`src/rtl/dest_reg_tracker_pkg.sv`:
```
// Shared encodings for the destination-register tracker: reg_dst_e select codes and
// the "no forward" select value.
package dest_reg_tracker_pkg;

    localparam logic [1:0] REG_DST_RT   = 2'b00;
    localparam logic [1:0] REG_DST_RD   = 2'b01;
    localparam logic [1:0] REG_DST_LINK = 2'b10;
    localparam logic [1:0] REG_DST_NONE = 2'b11;

    localparam int unsigned FWD_NONE = 0;

endpackage

```
`src/rtl/dest_pipe_stage.sv`:
```
// One post-E tracking stage: holds {valid,dest,we,isLoad}; loads on advance, or a bubble
// when advance and bubble are both set. Synchronous active-high reset.
module dest_pipe_stage #(
    parameter int unsigned REG_AW = 5
) (
    input  logic              clock,
    input  logic              reset,
    input  logic              advance,
    input  logic              bubble,
    input  logic              nextValid,
    input  logic [REG_AW-1:0] nextDest,
    input  logic              nextWe,
    input  logic              nextIsLoad,
    output logic              valid,
    output logic [REG_AW-1:0] dest,
    output logic              we,
    output logic              isLoad
);

    always_ff @(posedge clock) begin
        if (reset) begin
            valid  <= 1'b0;
            dest   <= '0;
            we     <= 1'b0;
            isLoad <= 1'b0;
        end else if (advance) begin
            if (bubble) begin
                valid  <= 1'b0;
                dest   <= '0;
                we     <= 1'b0;
                isLoad <= 1'b0;
            end else begin
                valid  <= nextValid;
                dest   <= nextDest;
                we     <= nextWe;
                isLoad <= nextIsLoad;
            end
        end
    end

endmodule

```
`src/rtl/dest_reg_tracker.sv`:
```
// E-stage destination select plus DEPTH-stage destination tracking with forwarding selects,
// load-use stall and final-stage writeback. DEST_TRACK_PERF_EN adds the stall_cnt counter.
module dest_reg_tracker
    import dest_reg_tracker_pkg::*;
#(
    parameter int unsigned REG_AW   = 5,
    parameter int unsigned LINK_REG = 31,
    parameter int unsigned DEPTH    = 2,
    parameter int unsigned FWD_W    = $clog2(DEPTH + 1)
) (
    input  logic              clock,
    input  logic              reset,
    input  logic              advance,
    input  logic              flush_e,
    input  logic              valid_e,
    input  logic [1:0]        reg_dst_e,
    input  logic [REG_AW-1:0] rt_e,
    input  logic [REG_AW-1:0] rd_e,
    input  logic              reg_write_e,
    input  logic              mem_to_reg_e,
    input  logic [REG_AW-1:0] rs_e_src,
    input  logic [REG_AW-1:0] rt_e_src,
    input  logic [REG_AW-1:0] rs_d,
    input  logic [REG_AW-1:0] rt_d,
    output logic [REG_AW-1:0] write_reg_e,
    output logic [FWD_W-1:0]  fwd_a,
    output logic [FWD_W-1:0]  fwd_b,
    output logic              load_use_stall,
    output logic [REG_AW-1:0] write_reg_w,
    output logic              reg_write_w
`ifdef DEST_TRACK_PERF_EN
    ,
    output logic [31:0]       stall_cnt
`endif
);

    logic weE;

    // Index 0 is the E-stage entry feeding stage 1; 1..DEPTH are the tracked stages.
    logic [DEPTH:0]    stValid;
    logic [DEPTH:0]    stWe;
    logic [DEPTH:0]    stIsLoad;
    logic [REG_AW-1:0] stDest [DEPTH+1];

    always_comb begin
        write_reg_e = '0;
        case (reg_dst_e)
            REG_DST_RT:   write_reg_e = rt_e;
            REG_DST_RD:   write_reg_e = rd_e;
            REG_DST_LINK: write_reg_e = REG_AW'(LINK_REG);
            default:      write_reg_e = '0;
        endcase
    end

    assign weE = valid_e & reg_write_e & (reg_dst_e != REG_DST_NONE) & (write_reg_e != '0);

    assign stValid[0]  = valid_e;
    assign stWe[0]     = weE;
    assign stIsLoad[0] = mem_to_reg_e;
    assign stDest[0]   = write_reg_e;

    for (genvar k = 1; k <= DEPTH; k++) begin : gStage
        dest_pipe_stage #(
            .REG_AW (REG_AW)
        ) uStage (
            .clock      (clock),
            .reset      (reset),
            .advance    (advance),
            .bubble     ((k == 1) ? flush_e : 1'b0),
            .nextValid  (stValid[k-1]),
            .nextDest   (stDest[k-1]),
            .nextWe     (stWe[k-1]),
            .nextIsLoad (stIsLoad[k-1]),
            .valid      (stValid[k]),
            .dest       (stDest[k]),
            .we         (stWe[k]),
            .isLoad     (stIsLoad[k])
        );
    end

    // Scan oldest to youngest so the youngest match wins; a load in stage 1 has no data yet.
    always_comb begin
        fwd_a = FWD_W'(FWD_NONE);
        fwd_b = FWD_W'(FWD_NONE);
        for (int k = DEPTH; k >= 1; k--) begin
            if (stValid[k] && stWe[k] && (stDest[k] != '0) && !(k == 1 && stIsLoad[k])) begin
                if (stDest[k] == rs_e_src) fwd_a = FWD_W'(k);
                if (stDest[k] == rt_e_src) fwd_b = FWD_W'(k);
            end
        end
    end

    assign load_use_stall = weE & mem_to_reg_e & ~flush_e &
                            ((write_reg_e == rs_d) | (write_reg_e == rt_d));

    assign write_reg_w = stDest[DEPTH];
    assign reg_write_w = stValid[DEPTH] & stWe[DEPTH];

`ifdef DEST_TRACK_PERF_EN
    logic [31:0] stallCnt;

    always_ff @(posedge clock) begin
        if (reset) begin
            stallCnt <= '0;
        end else if (load_use_stall) begin
            stallCnt <= stallCnt + 32'd1;
        end
    end

    assign stall_cnt = stallCnt;
`endif

endmodule
```
`config.mk`:
```
export PLATFORM = sky130hd
export DESIGN_NAME = dest_reg_tracker
export DESIGN_NICKNAME = d
export VERILOG_FILES = /design/src/rtl/dest_reg_tracker_pkg.sv /design/src/rtl/dest_pipe_stage.sv /design/src/rtl/dest_reg_tracker.sv
export SDC_FILE = /design/constraint.sdc
export NUM_CORES = 1
export LEC_CHECK = 0
export CAP_MARGIN = 10
export CORE_MARGIN = 3
export CORE_UTILIZATION = 35
export DETAILED_ROUTE_END_ITERATION = 6
export PLACE_DENSITY = 0.74
export SETUP_SLACK_MARGIN = 0.15
export SLEW_MARGIN = 20
export SYNTH_ARGS = -nofsm -noshare
export SYNTH_HDL_FRONTEND = slang
export SYNTH_SLANG_ARGS = --single-unit
export TNS_END_PERCENT = 10
```
`constraint.sdc`:
```
create_clock -name clock -period 2.8 [get_ports clock]
set_clock_uncertainty 0.15 [all_clocks]
set_input_delay 0.7 -clock clock [delete_from_list [all_inputs] [get_ports clock]]
set_output_delay 0.7 -clock clock [all_outputs]
set_load 0.02 [all_outputs]
```
Word-level counts from Yosys, hierarchy flattened
Cells that the tools add are included.
Cells by class
  equal/unequal tests: 9
  muxes and demuxes: 13
  bitwise gates (word level): 9
  reduce and logical (&&, ||, !) cells: 10
Operators by type and width (number)
  5-bit equality test: 6
  2-bit 2-to-1 mux: 8
  5-bit case mux with 3 select lines: 1
  5-bit nonzero test: 3
  1-bit AND: 7
  1-bit logical AND: 5
  5-bit 2-to-1 mux: 1
  1-bit 2-to-1 mux: 3
  2-bit by 1-bit equality test with 1-bit output (second input constant): 1
  2-bit equality test (second input constant): 1
  2-bit logical NOT: 1
  2-bit inequality test (second input constant): 1
  1-bit logical NOT: 1
  1-bit NOT: 1
  1-bit OR: 1
Storage, ports and cells
  register bits after elaboration: 15
  input bits: 39
  output and inout port bits: 16
  logic and storage cells: 48

Longest topological paths before layout
Gate-level depths: netlist of the first run.
  depth in word-level cells: 7
  depth in mapped cells: 6
  depth with buffers taken out: 5

By module
A second synthesis of the first run with hierarchy kept.
Unflattened totals
  cell total of the unflattened synthesis: 166
  area, all modules: 1365.1 µm²
Modules (own cells, without submodules)
  dest_reg_tracker: instances 1, cells an instance 98, area an instance 684.4 µm², sequential area each 0.0 µm²
  dest_pipe_stage: instances 2, cells an instance 34, area an instance 340.3 µm², sequential area each 160.2 µm²

Worst setup path before layout of the first run
No wires, ideal clock.
  path type: input port to output port
  start point: input port reg_dst_e[0]
  end point: output port load_use_stall
  arrival: 1.940 ns
  data required time: 1.950 ns
  slack: 0.010 ns
  stages: 6
  path buffers: 1
  cells stage by stage: buf_4 nand3b_1 nand2_2 a222oi_1 nand4_1 a21oi_1
Between the ends
  word-level cells in the longest chain between the ends: 7
  elaborated cells on any way between the ends: 14
  classes of those cells: eq/ne: 5; mux: 1; bitwise: 6; reduce/logical: 2
RTL lines
  start, declared: RTL line dest_reg_tracker.sv:16  | input logic [1:0] reg_dst_e,
  2-bit equality test, or another cell as far along: RTL line dest_reg_tracker.sv:47  | case (reg_dst_e)
  5-bit case mux with 3 select lines (*): RTL line dest_reg_tracker.sv:47
  named net write_reg_e[3]: RTL line dest_reg_tracker.sv:25  | output logic [REG_AW-1:0] write_reg_e,
  5-bit nonzero test: RTL line dest_reg_tracker.sv:55  | assign weE = valid_e & reg_write_e & (reg_dst_e != REG_DST_NONE) & (write_reg_e != '0);
  1-bit AND: RTL line dest_reg_tracker.sv:55
  1-bit AND (2 in series): RTL line dest_reg_tracker.sv:93  | assign load_use_stall = weE & mem_to_reg_e & ~flush_e &
  1-bit AND (*): RTL line dest_reg_tracker.sv:93
  end, declared: RTL line dest_reg_tracker.sv:28  | output logic load_use_stall,
Mark *: on every way through the listed nets, which the timed path passes. The rest lies on a longest branch.

Final worst setup path of the first run
  start point: input port reg_dst_e[1]
  end point: output port load_use_stall
Between the ends
  word-level cells in the longest chain between the ends: 7
  elaborated cells on any way between the ends: 14
  classes of those cells: eq/ne: 5; mux: 1; bitwise: 6; reduce/logical: 2
RTL lines (RTL line)
  2-bit equality test, or another cell as far along: dest_reg_tracker.sv:47
  5-bit case mux with 3 select lines: dest_reg_tracker.sv:47
  5-bit nonzero test: dest_reg_tracker.sv:55
  1-bit AND: dest_reg_tracker.sv:55
  1-bit AND (2 in series): dest_reg_tracker.sv:93
  1-bit AND (*): dest_reg_tracker.sv:93
Every way passes the cells marked *; elsewhere a longest branch is shown, timed or not.

==> impl_metrics.toml, run 1 <==
[run_status]
status = "finished with violations"
failed_checks = "negative setup slack"

[route]
drtIter0Drc = 79
wl_per_cell_um = 14.8
met2_wirelength_mm = 2.26
ant_nets = 0
vias_per_cell = 4.97
wl_met1_mm = 1.81
maxUsedRoutingLayer = "met4"
wl_met3_um = 122
dr_total_vias = 1440
dr.pass1.iters = 4
wl_mm = 4.28
drcViolationCount = 0

[die]
ioPinCount = 55
rows = 20
initial_core_util_pct = 37.9
design.die.area_um2 = 4150
dieWidth_um = 64.4
core-area_um2 = 3150
die_y_um = 64.4

[hold_path]
holdPathStages = 2
min_from = "gStage[2].uStage.valid"
holdPathEnd = "gStage[2].uStage.valid"
hp-class = "register to register"

[global_route]
track_usage_pct = 21.3
grt_max_degree = 16
antenna_found_initial = 0
grt_pass1_wl_mm = 6.99
grt-ovfl-total = 0
first_global_vias = 1523

[synthesis]
synthDistinctLibCells = 37
synthFlopType = "dfxtp_1"
yosys_warnings = 0
synth.top_cell.area_share_pct = 25.2
yosysTopAreaCell = "dfxtp_1"
synthTopCellsByArea = "dfxtp_1 (25%), xor2_1 (10%), xnor2_1 (8.1%)"
syn-instance-count = 140
synth_fp_nets = 179
syn-cell-area_um2 = 1190
synth_seq_cells = 15
yosysSeqAreaShare_pct = 25.2
syn_area_per_cell_um2 = 8.53
synthArstFlopShare_pct = 0
synth_edf_count = 0

[clock_tree]
cts_tree = "built"
path_clk_slew_ps = 90
insertion_delay_ps = 300
htree_levels = 1
cts-root-buf = "clkbuf_4"
cts_buffers = 3
clock_path_buffers = 2
postCtsHoldBufs = 0
clock_sinks = 15

[timing]
tns_ps = -567
hold_viol_final = 0
slew-limit-headroom_pct = 60.4
worstMarginPinSlew_ps = 592
min_period_ps = 3120
finalCritPeriodShare_pct = 111
fmax_ghz = 0.320
setup_viol = 3
timing.final.ws_setup_ps = -321
report.final.slew_viol_count = 0
rsz0062_at_grt = "true"

[cells_and_area]
nFillCells = 241
fin_area_um2 = 2250
antennaDiodeCount = 0
utilization_pct = 71.5
nNetsFinal = 286
syn2layout_area_growth_pct = 88.8
seq_area_um2 = 302
multi_input_area_um2 = 935
final_cells = 290
drive_gt1_share_pct = 39.0

[placed_design]
gp_routability_congestion = 0.802
portBuffers = 54
hpwl_mm = 3.17
placed_cell_area_um2 = 2080
dp_cells = 275

[setup_path]
required_ps = 1950
cp-end-kind = "output port"
timing.rr.end = "gStage[1].uStage.dest[4]"
ff2ff_path_depth = 4
start_kind = "input port"
r2r_slack_ps = 1710
cp_max_fo = 8
worst-setup-path-type = "input port to output port"
critical_path_arrival_ps = 2270
r2r_start = "gStage[1].uStage.dest[4]"

[power]
leakagePower_nw = 1.01
peakVddDrop_uv = 205
power.density_nw_per_um2 = 276

[job]
max_cap_violations = 0
==> how the worst max path moves through the flow <==
stage / slack, ps / cells past startpoint / from / end
final: -320 / 8 / reg_dst_e[1] / load_use_stall
after global routing: -380 / 8 / reg_dst_e[0] / load_use_stall
after CTS: -160 / 8 / reg_dst_e[0] / load_use_stall
after detailed placement: -1020 / 7 / reg_dst_e[1] / load_use_stall
after global placement: -970 / 7 / reg_dst_e[1] / load_use_stall
after floorplan: 130 / 6 / reg_dst_e[1] / load_use_stall
==> layer usage <==
| layer | up-vias | GRT usage, % |
|---|---|---|
| met4 | 0 | 6.33 |
| met1 | 692 | 25.3 |
| met2 | 27 | 38.8 |
| li1 | 712 | - |
| met5 | - | 0 |
| met3 | 9 | 3.51 |
==> placed cells by master, fill, tap and decap left out, types with 3 or more instances in the layout <==
master | netlist | layout
nor2b_1 | 11 | 11
dfxtp_1 | 15 | 14
nand2_1 | 3 | 3
buf_2 | 1 | 7
clkdlybuf4s50_1 | 0 | 31
nor2_1 | 18 | 16
dlygate4sd2_1 | 0 | 6
buf_6 | 1 | 9
clkbuf_4 | 0 | 3
buf_4 | 1 | 48
nor4_2 | 4 | 4
or4_1 | 4 | 3
nand4_1 | 3 | 3
mux2i_1 | 9 | 9
xor2_1 | 14 | 14
nand3b_1 | 3 | 3
nand3_1 | 5 | 5
nor2_2 | 1 | 3
a21oi_1 | 10 | 9
xnor2_1 | 11 | 9
==> report_power, final <==
part | switching [W] | internal, W | leakage (nW) | total [W]
Sequential | 0.00000543 | 0.000219 | 0.122 | 0.000225
Combinational | 0.000110 | 0.000155 | 0.867 | 0.000266
Clock | 0.0000771 | 0.0000534 | 0.0177 | 0.000131
==> timing repair <==
action / in CTS / in global routing
buffers inserted: 9 / 2
setup endpoints to repair: 10 / 8
pin swaps: 18 / 7
resized for setup: 89 / 15
==> synth_stat cells (3+ instances only) <==
cell,instances
nand3b_1,3
nor4_2,4
xnor2_1,11
nand2_1,3
dfxtp_1,15
xor2_1,14
nor2b_1,11
or4_1,4
nor2_1,18
a21oi_1,10
nand3_1,5
nand4_1,3
mux2i_1,9
==> cell type report <==
| class | count | area share [%] |
|---|---|---|
| clock buffers | 3 | 0.999 |
| well taps | 44 | 2.44 |
| inverters | 2 | 0.333 |
| clock inverters | 1 | 0.222 |
| repair buffers | 106 | 41.1 |
| flip-flops and latches | 15 | 13.4 |
| multi-input cells | 119 | 41.5 |
==> sequential cells by signal, summed over array words and instances, names as in the netlist <==
name                  cells
gStage.uStage.dest       10
gStage.uStage.we          2
gStage.uStage.isLoad      1
gStage.uStage.valid       2
==> critical path, cell delays in order <==
cell and delay, ps:
buf_12 110, buf_6 130, nand3b_1 190, and2_4 190, a222oi_1 390, nand4_1 220
a21oi_2 210, buf_6 130
==> metrics by stage <==
step | total power (W) | hold WS [ps] | worst slack [ps]
2_1_floorplan | 0.000328 | 302 | 127
3_3_place_gp | 0.000459 | 321 | -971
3_5_place_dp | 0.000465 | 326 | -1020
4_1_cts | 0.000607 | 352 | -162
5_1_grt | 0.000650 | 403 | -383
6_report | 0.000621 | 355 | -321
==> kinds of logic after synthesis <==
group	Yosys count	synth area share [%]
mux	9	7.55
buf+inv	6	2.93
compound gates	25	16.2
flops	15	25.2
simple gates	60	29.8
xor+xnor	25	18.3
No activity file was read; power rests on OpenSTA's default activity.
==> inputs of run 2 (changes only) <==
Settings changed: DONT_BUFFER_PORTS set to 1, GPL_ROUTABILITY_DRIVEN set to 0, PLACE_DENSITY 0.74 to 0.53, TNS_END_PERCENT 10 to 100.
==> run 2 against run 1 <==
  * The flow now finishes without violations
  * Sequential power hardly changed
  * Wire length is 29% lower
  * Total power is 26% lower
  * Critical endpoint unchanged
==> impl_metrics.toml, run 2 (synthesized netlist as in run 1, its figures left out) <==
[cells_and_area]
largest_reg_flops = 10
nNetsFinal = 196
syn2layout_area_growth_pct = 20.0
drive_gt1_share_pct = 26.9
top_regs = "gStage.uStage.dest x10, gStage.uStage.valid x2, gStage.uStage.we x2"
utilization_pct = 45.4
final_common_cell = "nor2_1"
final_cell_mix = "nor2_1 (18), xor2_1 (14), buf_4 (13)"
final_cells = 200
antennaDiodeCount = 0
regMostFlops = "gStage.uStage.dest"
nFillCells = 321

[global_route]
antenna_found_initial = 0
grt_max_degree = 17
first_global_vias = 1022
grt_pass1_wl_mm = 4.81
grt-ovfl-total = 0
track_usage_pct = 14.6

[power]
power.density_nw_per_um2 = 322
leakagePower_nw = 0.576
peakVddDrop_uv = 203

[hold_path]
hp-class = "input port to register"
holdPathEnd = "gStage[1].uStage.dest[4]"
holdPathStages = 1
min_from = "reset"

[timing]
min_period_ps = 2780
finalCritPeriodShare_pct = 99.2
setup_viol = 0
fmax_ghz = 0.360
report.final.slew_viol_count = 0
rsz0062_at_grt = "true"
hold_viol_final = 0
slew-limit-headroom_pct = 67.6
hold_slack_ps = 317
worstMarginPinSlew_ps = 485
tns_ps = 0
timing.final.ws_setup_ps = 23.4

[placed_design]
hpwl_mm = 2.46
pre_cts_ws_ps = 3.13
portBuffers = 0
dp_cells = 194

[setup_path]
cp_max_fo = 2
start_kind = "input port"
cp-end-kind = "output port"
crit_path_max_incr_delay_ps = 320
r2r_start = "gStage[1].uStage.dest[0]"
ff2ff_path_depth = 3
required_ps = 1950
r2r_slack_ps = 1780
timing.rr.end = "gStage[1].uStage.dest[0]"
critical_path_arrival_ps = 1930
slowest_stage = "a222oi_1"
crit_path_cell_trace = "o21ba_4, a211o_1, a222oi_1, nand4_1, a21oi_4"
worst-setup-path-type = "input port to output port"

[clock_tree]
cts-root-buf = "clkbuf_4"
htree_levels = 1
cts_tree = "built"
clock_path_buffers = 2
clock_sinks = 15
postCtsHoldBufs = 0
cts_buffers = 3
path_clk_slew_ps = 90
insertion_delay_ps = 280

[job]
max_cap_violations = 0

[die]
core-area_um2 = 3150
dieWidth_um = 64.4
design.die.area_um2 = 4150
ioPinCount = 55
die_y_um = 64.4
initial_core_util_pct = 37.9
rows = 20

[route]
wl_per_cell_um = 15.1
dr.pass1.iters = 4
ant_nets = 0
wl_mm = 3.02
drtIter0Drc = 34
drcViolationCount = 0
vias_per_cell = 5.29
dr_total_vias = 1058

[run_status]
status = "completed"
## run 2: metal layers
metal,share of wire (%),GRT usage [%],vias up,wire [um]
met5,0,0,-,0
met4,0.40,3.17,0,12
met3,7.5,5.62,2,226
met2,50,23.7,26,1520
met1,42,18.2,498,1260
li1,-,-,532,-
## run 2: power breakdown
part / total [W] / internal (W) / switching, W
registers: 0.000226 / 0.000219 / 0.00000680
clock network: 0.000121 / 0.0000531 / 0.0000678
logic: 0.000115 / 0.0000594 / 0.0000555
total: 0.000462 / 0.000332 / 0.000130
## run 2: how the worst max path moves through the flow
stage                 start        endpoint  slack (ps)
2_1_floorplan  reg_dst_e[1]  load_use_stall         130
3_3_place_gp   reg_dst_e[1]  load_use_stall          60
3_5_place_dp   reg_dst_e[1]  load_use_stall           3
4_1_cts             rt_e[2]  load_use_stall          40
5_1_grt             rt_e[2]  load_use_stall          20
6_report            rt_e[2]  load_use_stall          20
## run 2: area by class of cell
class | count | area (um^2) | share of cell area, %
inverter | 2 | 7.51 | 0.524
tap | 44 | 55.1 | 3.84
clock buffer | 3 | 22.5 | 1.57
multi-input combinational | 119 | 901 | 62.9
clock inverter | 1 | 5.00 | 0.349
timing repair buffer | 16 | 131 | 9.17
sequential | 15 | 310 | 21.7
## run 2: timing repair
| action | in CTS | in global routing |
|---|---|---|
| setup endpoints to repair | 3 | 3 |
| pin swaps | 11 | 4 |
| buffers inserted | 2 | 0 |
| gates resized for setup | 14 | 2 |
## run 2: worst max-delay path, delay by kind of cell
kind	cells	cell delay, ps
AOI/OAI and AO/OA	4	1010
and+or+nand+nor	1	210
## run 2: stage by stage
stage,cell area [um^2],total power (W)
2_1_floorplan,1210,0.000328
3_3_place_gp,1340,0.000339
3_5_place_dp,1340,0.000340
4_1_cts,1430,0.000471
5_1_grt,1430,0.000495
6_report,1430,0.000462
